File: src/rtl/seq_pattern_detector.sv
// Serial pattern detector: shifts qualified bits into a history register and compares
// them against a loadable pattern, emitting a one-cycle pulse and a saturating match count.
module seq_pattern_detector #(
    parameter int               WIDTH     = 4,
    parameter logic [WIDTH-1:0] PATTERN   = 4'b1011,
    parameter int               OVERLAP   = 1,
    parameter int               CNT_WIDTH = 8
) (
    input  logic                 i_clock,
    input  logic                 i_reset_n,
    input  logic                 i_valid,
    input  logic                 i_seq,
    input  logic                 i_load,
    input  logic [WIDTH-1:0]     i_pattern,
    input  logic                 i_clear,
    output logic                 o_check,
    output logic [CNT_WIDTH-1:0] o_count
);

    localparam int                   FILL_W    = $clog2(WIDTH + 1);
    localparam logic [FILL_W-1:0]    FILL_FULL = FILL_W'(WIDTH);
    localparam logic [CNT_WIDTH-1:0] CNT_MAX   = {CNT_WIDTH{1'b1}};

    logic [WIDTH-1:0]  history;
    logic [WIDTH-1:0]  pattern_reg;
    logic [FILL_W-1:0] fill;

    logic              accept;
    logic [WIDTH-1:0]  next_history;
    logic [FILL_W-1:0] next_fill;
    logic              match;

    // A load edge owns the cycle, so its serial bit is never accepted.
    always_comb begin
        accept       = i_valid && !i_load;
        next_history = {history[WIDTH-2:0], i_seq};
        next_fill    = (fill == FILL_FULL) ? FILL_FULL : fill + FILL_W'(1);
        match        = accept && (next_history == pattern_reg) && (next_fill == FILL_FULL);
    end

    always_ff @(posedge i_clock or negedge i_reset_n) begin
        if (!i_reset_n) begin
            history     <= '0;
            fill        <= '0;
            pattern_reg <= PATTERN;
            o_check     <= 1'b0;
            o_count     <= '0;
        end else begin
            o_check <= 1'b0;
            if (i_load) begin
                pattern_reg <= i_pattern;
                fill        <= '0;
            end else if (i_valid) begin
                history <= next_history;
                o_check <= match;
                // Non-overlapping mode forces a fresh WIDTH bits before the next match.
                if (match && (OVERLAP == 0))
                    fill <= '0;
                else
                    fill <= next_fill;
            end

            if (i_clear)
                o_count <= '0;
            else if (match && (o_count != CNT_MAX))
                o_count <= o_count + CNT_WIDTH'(1);
        end
    end

endmodule

File: config.mk
export PLATFORM = sky130hd
export DESIGN_NAME = seq_pattern_detector
export DESIGN_NICKNAME = d
export VERILOG_FILES = /design/src/rtl/seq_pattern_detector.sv
export SDC_FILE = /design/constraint.sdc
export NUM_CORES = 1
export LEC_CHECK = 0
export ABC_AREA = 1
export CORE_UTILIZATION = 56
export CTS_CLUSTER_SIZE = 40
export DETAILED_ROUTE_END_ITERATION = 8
export PLACE_DENSITY_LB_ADDON = 0.08
export SLEW_MARGIN = 10
export SYNTH_ARGS = -nofsm -noshare
export SYNTH_HDL_FRONTEND = slang
export SYNTH_SLANG_ARGS = --single-unit
export TNS_END_PERCENT = 20
File: constraint.sdc
create_clock -name i_clock -period 2.5 [get_ports i_clock]
set_input_delay 0.25 -clock i_clock [delete_from_list [all_inputs] [get_ports i_clock]]
set_output_delay 0.25 -clock i_clock [all_outputs]
set_load 0.02 [all_outputs]
# Word-level counts from Yosys, hierarchy flattened

Index checks and enable logic that the tools add are counted.
W data, S select, Z words.

Bits of input ports: 10
Bits in registers: 19

Eq/ne operators: 4
Muxes and demuxes: 7
Bitwise gates (word level): 1
$add $sub $neg: 2
Reductions and logical operators: 8

Operators with widths:

| operator              | number |
|---|---|
| $mux W8               | 2 |
| $mux W3               | 3 |
| $add A8 B1 Y8 const B | 1 |
| $ne A8 B8 Y1 const B  | 1 |
| $eq A3 B3 Y1 const B  | 2 |
| $eq A4 B4 Y1          | 1 |
| $logic_and A1 B1 Y1   | 4 |
| $reduce_bool A2 Y1    | 2 |
| $add A3 B1 Y3 const B | 1 |
| $mux W1               | 2 |
| $reduce_and A2 Y1     | 1 |
| $logic_not A1 Y1      | 1 |
| $not A1 Y1            | 1 |

# Longest topological paths before layout

Gate-level depths: netlist of run 1.

Depth in word-level cells: 7
Depth in mapped cells: 10
Gate-level depth less buffers: 10

# Worst setup path before layout of run 1

OpenSTA, ideal clock, no wires.

Kind: register -> register
Start point: register fill[0]
End point: register o_count[6]
Arrival time: 1346 ps
Library setup time: 119 ps
Stages on the path, launching flop included: 9
Required time: 2381 ps
Setup slack: 1035 ps
Clock period less this slack: 1465 ps
Path buffers: 0
Cell sequence: dfrtp_1 > inv_1 > ha_1 > o21ai_0 > nand3_2 > inv_1 > nand3_2 > nand3_1 > nand2_1

Longest elaborated chain between the ends: 6
Elaborated cells between the ends (all ways): 7

RTL lines:

| element                                       | RTL line | text |
|---|---|---|
| from (decl)                                   | 26       | `logic [FILL_W-1:0] fill;` |
| from (signal assigned)                        | 60       | `fill <= next_fill;` |
| $add A3 B1 Y3 or $eq A3 B3 Y1 (tied branches) | 37       | `next_fill = (fill == FILL_FULL) ? FILL_FULL : fill + FILL_W'(1);` |
| $mux W3 (*)                                   | 37       |  |
| $eq A3 B3 Y1 (*)                              | 38       | `match = accept && (next_history == pattern_reg) && (next_fill == FILL_FULL);` |
| $logic_and A1 B1 Y1 (*)                       | 38       |  |
| $logic_and A1 B1 Y1 (*)                       | 65       | `else if (match && (o_count != CNT_MAX))` |
| $reduce_bool A2 Y1 (no source line) (*)       | n/a      |  |
| to (signal assigned)                          | 66       | `o_count <= o_count + CNT_WIDTH'(1);` |
| to (decl)                                     | 17       | `output logic [CNT_WIDTH-1:0] o_count` |

Mark *: on every way between the ends. The rest lies on a longest branch, timed or not.
A chain may end at the register's enable or synchronous reset.

# Final worst setup path of run 1

Start point: register o_count[5]
End point: output port o_count[5]

No word-level cell between the ends.

==> impl_results.rst, run 1 <==
.. list-table::
   :header-rows: 1

   * - Metric
     - Value
   * - Share of synthesized area occupied by flip-flops and latches
     - 0.4172
   * - Launching point of the worst reg2reg path
     - fill[0]
   * - Vias per Instance
     - 5.096
   * - Number of global-route vias before repair
     - 870
   * - Port-buffer cells
     - 18
   * - Post-Place Setup Slack
     - 0.6467 ns
   * - I/O pins
     - 19
   * - Cell type with the largest total area after synthesis
     - dfrtp_1
   * - Area of the multi-input gates
     - 550.5 sq um
   * - Share of post-route cells with drive strength above 1
     - 0.09412
   * - Mapped Cells
     - 151
   * - Starting density of the core
     - 0.5915
   * - Post-synthesis net count
     - 164
   * - Ordered cell list for the critical path
     - clkdlybuf4s50_1
   * - Peak fanout along the critical path
     - 8
   * - Worst R2R End
     - o_count[2]
   * - Floorplan die width
     - 47.29 um
   * - Critical Path Slowest Stage Cell
     - clkdlybuf4s50_1
   * - Synth Register Bits
     - 19
   * - Fillers
     - 165
   * - Kind of end point of the critical path
     - output port
   * - Fraction of power consumed by the clock network
     - 0.269
   * - CTS root buf
     - clkbuf_4
   * - Part of the power in registers
     - 0.583
   * - Number of cells traversed by the worst register-to-register path
     - 8
   * - Period minus WS final
     - 1.715 ns
   * - Final Slew Violations
     - 0
   * - Ys Warns
     - 0
   * - Number of placement rows
     - 16
   * - Critical path's top delay family
     - buffers and inverters
   * - Source-to-sink clock delay at the later pin of the worst-skew pair
     - 0.29 ns
   * - Worst min-delay path class
     - input pin to async pin
   * - Area of the die
     - 2236 sq um
   * - Total CTS buffers
     - 3
   * - Average cell area after synthesis
     - 7.607 sq um
   * - Unrepaired setup endpoints after global routing
     - false
   * - Final clock period utilization by the worst path
     - 0.6861
   * - Maximum vdd ir drop
     - 0.3260 mV
   * - Fraction of synthesized cell area taken by the top area cell type
     - 0.3486
   * - Area of the placeable core
     - 1942 sq um
   * - Sinks on the clock net
     - 19
   * - Part of the power in combinational logic
     - 0.148
   * - Transition time at the pin with the least slew margin
     - 0.8664 ns
   * - Longest individual stage delay on the worst path
     - 0.66 ns
   * - Netlist cell types
     - 22
   * - Switching power share of the total
     - 0.2690
   * - Sw power
     - 156.4 uW
   * - Antenna violations before repair
     - 0
   * - Minimum setup slack in the final design
     - 0.7848 ns
   * - Clock slew at the register clock pins of the worst setup and hold paths
     - 0.11 ns
   * - Vertical die dimension
     - 47.29 um
   * - NumNets Final
     - 184
   * - Wire length of the first global-routing pass
     - 3.339 mm
   * - Global route overflow
     - 0
   * - Largest buffer count on any clock path
     - 2
   * - Cell-internal power
     - 424.9 uW
   * - Total negative setup slack
     - 0 ns
   * - Post-CTS Setup Repair Bufs
     - 0
   * - Total count of hold-check failures in the final report
     - 0
   * - Cell area power density
     - 425.1 nW/um^2
   * - Total routed wirelength
     - 2.140 mm
   * - Critical path buffer and inverter count
     - 1
   * - Via count
     - 1004
   * - Peak Freq
     - 583.0 MHz
   * - Max-cap viol count
     - 0
   * - Post-synthesis to final-layout area growth
     - 19.06%
   * - Storage cell area
     - 479.2 sq um
   * - Setup Crit Path Kind
     - register to output port
   * - Flip-flop count of the largest register, all copies and words added
     - 8
   * - Netlist Area Pre-Place
     - 1149 sq um
   * - Routability congestion estimate
     - 0.8388
   * - Cells resized by post-CTS repair
     - 0
   * - Global routing usage summed across all routing layers
     - 0.2159
   * - Critical path startpoint category
     - register
   * - Antenna cell count
     - 0
   * - Cell types with the largest area share after synthesis
     - dfrtp_1 (35%), nand2_1 (14%), inv_1 (8.2%)
   * - R2R Setup Slk
     - 0.82 ns
   * - Total iterations of the first detailed-routing run
     - 5
   * - Finish-stage setup viols
     - 0
   * - H-tree Lvls
     - 1
   * - Final clock skew
     - 0.005125 ns
   * - Headroom to the max-slew limit
     - 0.4206
   * - Crit path required time
     - 2.25 ns
   * - Number of hold-repair buffers added at the cts stage
     - 0
   * - Post-route DRC
     - 0
   * - Routed wirelength normalized by instance count
     - 10.86 um
   * - Number of antenna-violating nets in the routed design
     - 0
   * - Worst Path Arrival
     - 1.47 ns
   * - Post-detailed-placement half-perimeter wirelength
     - 1.623 mm
   * - TritonCTS clock tree
     - done
   * - Number of design-rule violations left by the first detailed-router iteration
     - 19
   * - Leak Pwr
     - 0.6979 nW
   * - Largest net degree at the start of global routing
     - 20
   * - Status
     - completed
[layout by cell type (no fill, tap or decap)]
master           Yosys  final
clkbuf_1             0      1
clkbuf_4             0      3
clkdlybuf4s50_1      0     18
dfrtp_1             16     16
dfstp_2              3      3
ha_1                 3      3
inv_1               25     25
inv_2                1      1
mux2_2               1      1
nand2_1             43     43
nand2_2              1      1
nand3_1             15     15
nand3_2              2      2
nand4_1              8      8
nand4_4              1      1
nor2_1              11     11
nor2_4               2      2
nor2_8               1      1
nor3_1               1      1
o21ai_0             11     11
or2_2                1      1
xnor2_1              1      1
xor2_1               1      1
[how the worst max path moves through the flow]
stage	from	end	slack (ns)	cells after the start
floorplan	fill[0]	o_count[6]	1.03	8
global placement	i_load	o_count[6]	0.72	7
detailed placement	i_load	o_count[2]	0.65	7
CTS	o_count[5]	o_count[5]	0.77	1
global route	fill[0]	o_count[3]	0.64	8
finish	o_count[5]	o_count[5]	0.78	1
[power by group through the flow]
| stage | Clock (mW) | Sequential [mW] | Combinational (mW) |
|---|---|---|---|
| 6_report | 0.156 | 0.339 | 0.0863 |
| 3_3_place_gp | 0 | 0.344 | 0.0838 |
| 4_1_cts | 0.161 | 0.339 | 0.0875 |
| 3_5_place_dp | 0 | 0.344 | 0.0876 |
| 5_1_grt | 0.173 | 0.341 | 0.0989 |
| 2_1_floorplan | 0 | 0.342 | 0.0578 |
[cell type report]
cell class	count	share of cell area
timing repair buffer	18	0.1317
inverter	26	0.07136
multi-input combinational	103	0.4026
tap	27	0.02470
clock buffer	4	0.01921
sequential	19	0.3504
[cell usage after synthesis]
cell / count
nand2_1: 43
inv_1: 25
dfrtp_1: 16
nand3_1: 15
nor2_1: 11
o21ai_0: 11
nand4_1: 8
dfstp_2: 3
ha_1: 3
buf_2: 2
nand3_2: 2
nor2_4: 2
buf_6: 1
inv_2: 1
mux2_2: 1
nand2_2: 1
nand4_4: 1
nor2_8: 1
nor3_1: 1
or2_2: 1
xnor2_1: 1
xor2_1: 1
[routing by layer]
metal,vias to the layer above,part of all wire,global-route usage
met3,2,0.029,0.02308
met2,22,0.54,0.4000
met5,-,0,0
li1,517,-,-
met1,463,0.42,0.2405
met4,0,0.0047,0.1086
[per-stage QoR]
stage               hold WS, ns  total power [mW]  std cells  instance area [sq um]  utilization
floorplan              -0.04559            0.3995        151                   1149            -
global placement         0.4889            0.4275        193                   1341       0.6907
CTS                      0.4624            0.5874        197                   1368       0.7043
global route             0.5125            0.6124        197                   1368       0.7043
detailed placement       0.5172            0.4318        193                   1341       0.6907
finish                   0.4372            0.5813        197                   1368       0.7043
[cells by family after synthesis]
family / Yosys count / share of synthesized area
simple gates: 86 / 0.3736
buf+inv: 29 / 0.1035
flops: 19 / 0.4172
compound gates: 11 / 0.04793
fa+ha+maj: 3 / 0.03268
xor+xnor: 2 / 0.01525
mux: 1 / 0.009803
Note: power is estimated with default switching activity, not from simulation.
==> run 2: changes to the inputs <==
--- a/config.mk
+++ b/config.mk
@@ -6,7 +6,7 @@
 export NUM_CORES = 1
 export LEC_CHECK = 0
 export ABC_AREA = 1
-export CORE_UTILIZATION = 56
+export CORE_UTILIZATION = 47
 export CTS_CLUSTER_SIZE = 40
 export DETAILED_ROUTE_END_ITERATION = 8
 export PLACE_DENSITY_LB_ADDON = 0.08
==> constraint.sdc (replaced) <==
create_clock -name i_clock -period 1.5 [get_ports i_clock]
set_input_delay 0.15 -clock i_clock [delete_from_list [all_inputs] [get_ports i_clock]]
set_output_delay 0.15 -clock i_clock [all_outputs]
set_load 0.02 [all_outputs]
==> impl_results.rst, run 2 (same netlist as run 1, synthesis figures left out) <==
.. list-table::
   :header-rows: 1

   * - Metric
     - Value
   * - Final Slew Violations
     - 0 (unchanged)
   * - Switching power share of the total
     - 0.2821 (was 0.2690)
   * - Post-synthesis to final-layout area growth
     - 29.08% (was 19.06%)
   * - Cell-internal power
     - 720.4 uW (was 424.9 uW)
   * - Antenna violations before repair
     - 0 (unchanged)
   * - Area of the die
     - 2646 sq um (was 2236 sq um)
   * - Transition time at the pin with the least slew margin
     - 0.4849 ns (was 0.8664 ns)
   * - Cell area power density
     - 676.9 nW/um^2 (was 425.1 nW/um^2)
   * - Met3 track demand over resource in global routing
     - 0.02679 (was 0.02308)
   * - Largest buffer count on any clock path
     - 2 (unchanged)
   * - Status
     - completed (unchanged)
   * - Final Instance Count excl. Fillers
     - 207 (was 197)
   * - Crit. path cell count
     - 7 (was 1)
   * - Wire length of the first global-routing pass
     - 4.098 mm (was 3.339 mm)
   * - CTS root buf
     - clkbuf_4 (unchanged)
   * - Critical Path Slowest Stage Cell
     - dfrtp_1 (was clkdlybuf4s50_1)
   * - Final clock skew
     - 0.004597 ns (was 0.005125 ns)
   * - Post-route DRC
     - 0 (unchanged)
   * - Unrepaired setup endpoints after global routing
     - true (was false)
   * - Longest individual stage delay on the worst path
     - 0.41 ns (was 0.66 ns)
   * - Final clock period utilization by the worst path
     - 0.9811
   * - Worst Path Arrival
     - 1.71 ns (was 1.47 ns)
   * - NumNets Final
     - 193 (was 184)
   * - Vertical die dimension
     - 51.44 um (was 47.29 um)
   * - Critical path startpoint category
     - register (unchanged)
   * - Worst min-delay path class
     - input pin to async pin (unchanged)
   * - Maximum vdd ir drop
     - 0.4604 mV (was 0.3260 mV)
   * - Sw power
     - 283.2 uW (was 156.4 uW)
   * - Routed wirelength normalized by instance count
     - 11.94 um (was 10.86 um)
   * - Starting density of the core
     - 0.5094 (was 0.5915)
   * - Peak fanout along the critical path
     - 5 (was 8)
   * - Minimum setup slack in the final design
     - 0.02828 ns (was 0.7848 ns)
   * - Critical path's top delay family
     - simple AND/OR/NAND/NOR gates (was buffers and inverters)
   * - Clock slew at the register clock pins of the worst setup and hold paths
     - 0.11 ns (about the same)
   * - Port-buffer cells
     - 18 (unchanged)
   * - Global route overflow
     - 0 (unchanged)
   * - Total iterations of the first detailed-routing run
     - 4 (was 5)
   * - Most frequent standard cell in the layout excluding fill and tap cells
     - nand2_1 (unchanged)
   * - Most frequent cells in the layout
     - nand2_1 (42), inv_1 (22), dfrtp_1 (15), nand3_1 (14) (was nand2_1 (43), inv_1 (25), clkdlybuf4s50_1 (18), dfrtp_1 (16), nand3_1 (15))
   * - Worst R2R End
     - o_count[5] (was o_count[2])
   * - Vias per Instance
     - 5.217 (was 5.096)
   * - Share of post-route cells with drive strength above 1
     - 0.1955 (was 0.09412)
   * - Kind of end point of the critical path
     - register (was output port)
   * - Most Crowded Layer GR
     - met2 (unchanged)
   * - Sinks on the clock net
     - 19 (unchanged)
   * - Ordered cell list for the critical path
     - inv_2 > ha_4 > o21ai_2 > nand3_4 > nor2_4 > nand4_1 > nand2_1 (was clkdlybuf4s50_1)
   * - Area of the placeable core
     - 2255 sq um (was 1942 sq um)
   * - Total count of hold-check failures in the final report
     - 0 (unchanged)
   * - Fillers
     - 214 (was 165)
   * - GR Layer Usage met2
     - 0.4026 (was 0.4000)
   * - Total routed wirelength
     - 2.472 mm (was 2.140 mm)
   * - Via count
     - 1080 (was 1004)
   * - R2R Setup Slk
     - 0.03 ns (was 0.82 ns)
   * - Crit path required time
     - 1.73 ns (was 2.25 ns)
   * - Max-cap viol count
     - 0 (unchanged)
   * - Floorplan die width
     - 51.44 um (was 47.29 um)
   * - Total CTS buffers
     - 3 (unchanged)
   * - Source-to-sink clock delay at the later pin of the worst-skew pair
     - 0.30 ns (was 0.29 ns)
   * - Largest net degree at the start of global routing
     - 20 (unchanged)
   * - Fraction of power consumed by the clock network
     - 0.261 (was 0.269)
   * - Critical path buffer and inverter count
     - 1 (unchanged)
   * - Launching point of the worst reg2reg path
     - fill[0] (unchanged)
   * - Period minus WS final
     - 1.472 ns
   * - Overall power consumption
     - 1.004 mW (was 581.3 uW)
   * - Number of placement rows
     - 17 (was 16)
   * - Minimum hold slack
     - 0.1740 ns (was 0.4372 ns)
   * - Number of antenna-violating nets in the routed design
     - 0 (unchanged)
   * - Number of global-route vias before repair
     - 975 (was 870)
   * - Number of cells traversed by the worst register-to-register path
     - 7 (was 8)
   * - Part of the power in combinational logic
     - 0.176 (was 0.148)
   * - Headroom to the max-slew limit
     - 0.6764 (was 0.4206)
   * - Flip-flop count of the largest register, all copies and words added
     - 8 (unchanged)
   * - Antenna cell count
     - 0 (unchanged)
   * - Routability congestion estimate
     - 0.7949 (was 0.8388)
   * - TritonCTS clock tree
     - done (unchanged)
   * - Setup Crit Path Kind
     - register to register (was register to output port)
   * - Met1 Track Usage GR
     - 0.2322 (was 0.2405)
   * - H-tree Lvls
     - 1 (unchanged)
   * - Global routing usage summed across all routing layers
     - 0.2130 (was 0.2159)
   * - Finish-stage setup viols
     - 0 (unchanged)
   * - I/O pins
     - 19 (unchanged)
   * - Total negative setup slack
     - 0 ns (unchanged)
   * - Number of design-rule violations left by the first detailed-router iteration
     - 26 (was 19)
   * - Peak Freq
     - 679.5 MHz
   * - Post-Place Setup Slack
     - -0.1212 ns (was 0.6467 ns)
   * - Leak Pwr
     - 0.7997 nW (was 0.6979 nW)
   * - Part of the power in registers
     - 0.563 (was 0.583)
   * - Post-detailed-placement half-perimeter wirelength
     - 1.717 mm (was 1.623 mm)
   * - Placed cell count
     - 201 (was 193)
## run 2: stage by stage
stage / utilization / instance area, sq um
6_report: 0.6576 / 1483
5_1_grt: 0.6576 / 1483
4_1_cts: 0.6498 / 1465
3_5_place_dp: 0.6188 / 1395
3_3_place_gp: 0.6188 / 1395
2_1_floorplan: - / 1149
## run 2: layout make-up
cell class	instances	area, sq um	share of cell area
clock buffer	3	22.52	0.01519
clock inverter	1	5.005	0.003376
inverter	26	97.59	0.06582
multi-input combinational	105	615.6	0.4152
sequential	19	480.5	0.3241
tap	28	35.03	0.02363
timing repair buffer	25	226.5	0.1527
## run 2: worst max path at each step
stage	from	end	slack (ns)
finish	fill[0]	o_count[5]	0.03
global route	fill[0]	o_count[5]	-0.05
CTS	fill[0]	o_count[5]	0.005
detailed placement	fill[0]	o_count[5]	-0.12
global placement	fill[0]	o_count[7]	-0.06
floorplan	fill[0]	o_count[6]	0.03
## run 2: worst reg2reg max path, stage by stage, from the launching register on
cell,delay [ns]
dfrtp_1,0.41
inv_2,0.08
ha_4,0.20
o21ai_2,0.15
nand3_4,0.13
nor2_4,0.20
nand4_1,0.13
nand2_1,0.11
## run 2: per-layer routing
metal  part of all wire  routed length (um)
met3              0.045                 112
met5                  0                   0
met1               0.42                1036
met2               0.52                1287
met4              0.014                  35
## run 2: power groups by stage
| stage | Combinational (mW) | Sequential [mW] | Clock, mW |
|---|---|---|---|
| floorplan | 0.0963 | 0.570 | 0 |
| global placement | 0.151 | 0.572 | 0 |
| detailed placement | 0.156 | 0.574 | 0 |
| CTS | 0.178 | 0.564 | 0.275 |
| global route | 0.197 | 0.570 | 0.298 |
| finish | 0.176 | 0.565 | 0.262 |
## run 2: timing repair
action                                  4_1_cts  5_1_grt
endpoints found under the setup margin       16        9
gates resized for setup                      17        4
setup buffers                                 0        0
hold buffers                                  0        0
cloned                                        1        1
pin swaps                                     5        2
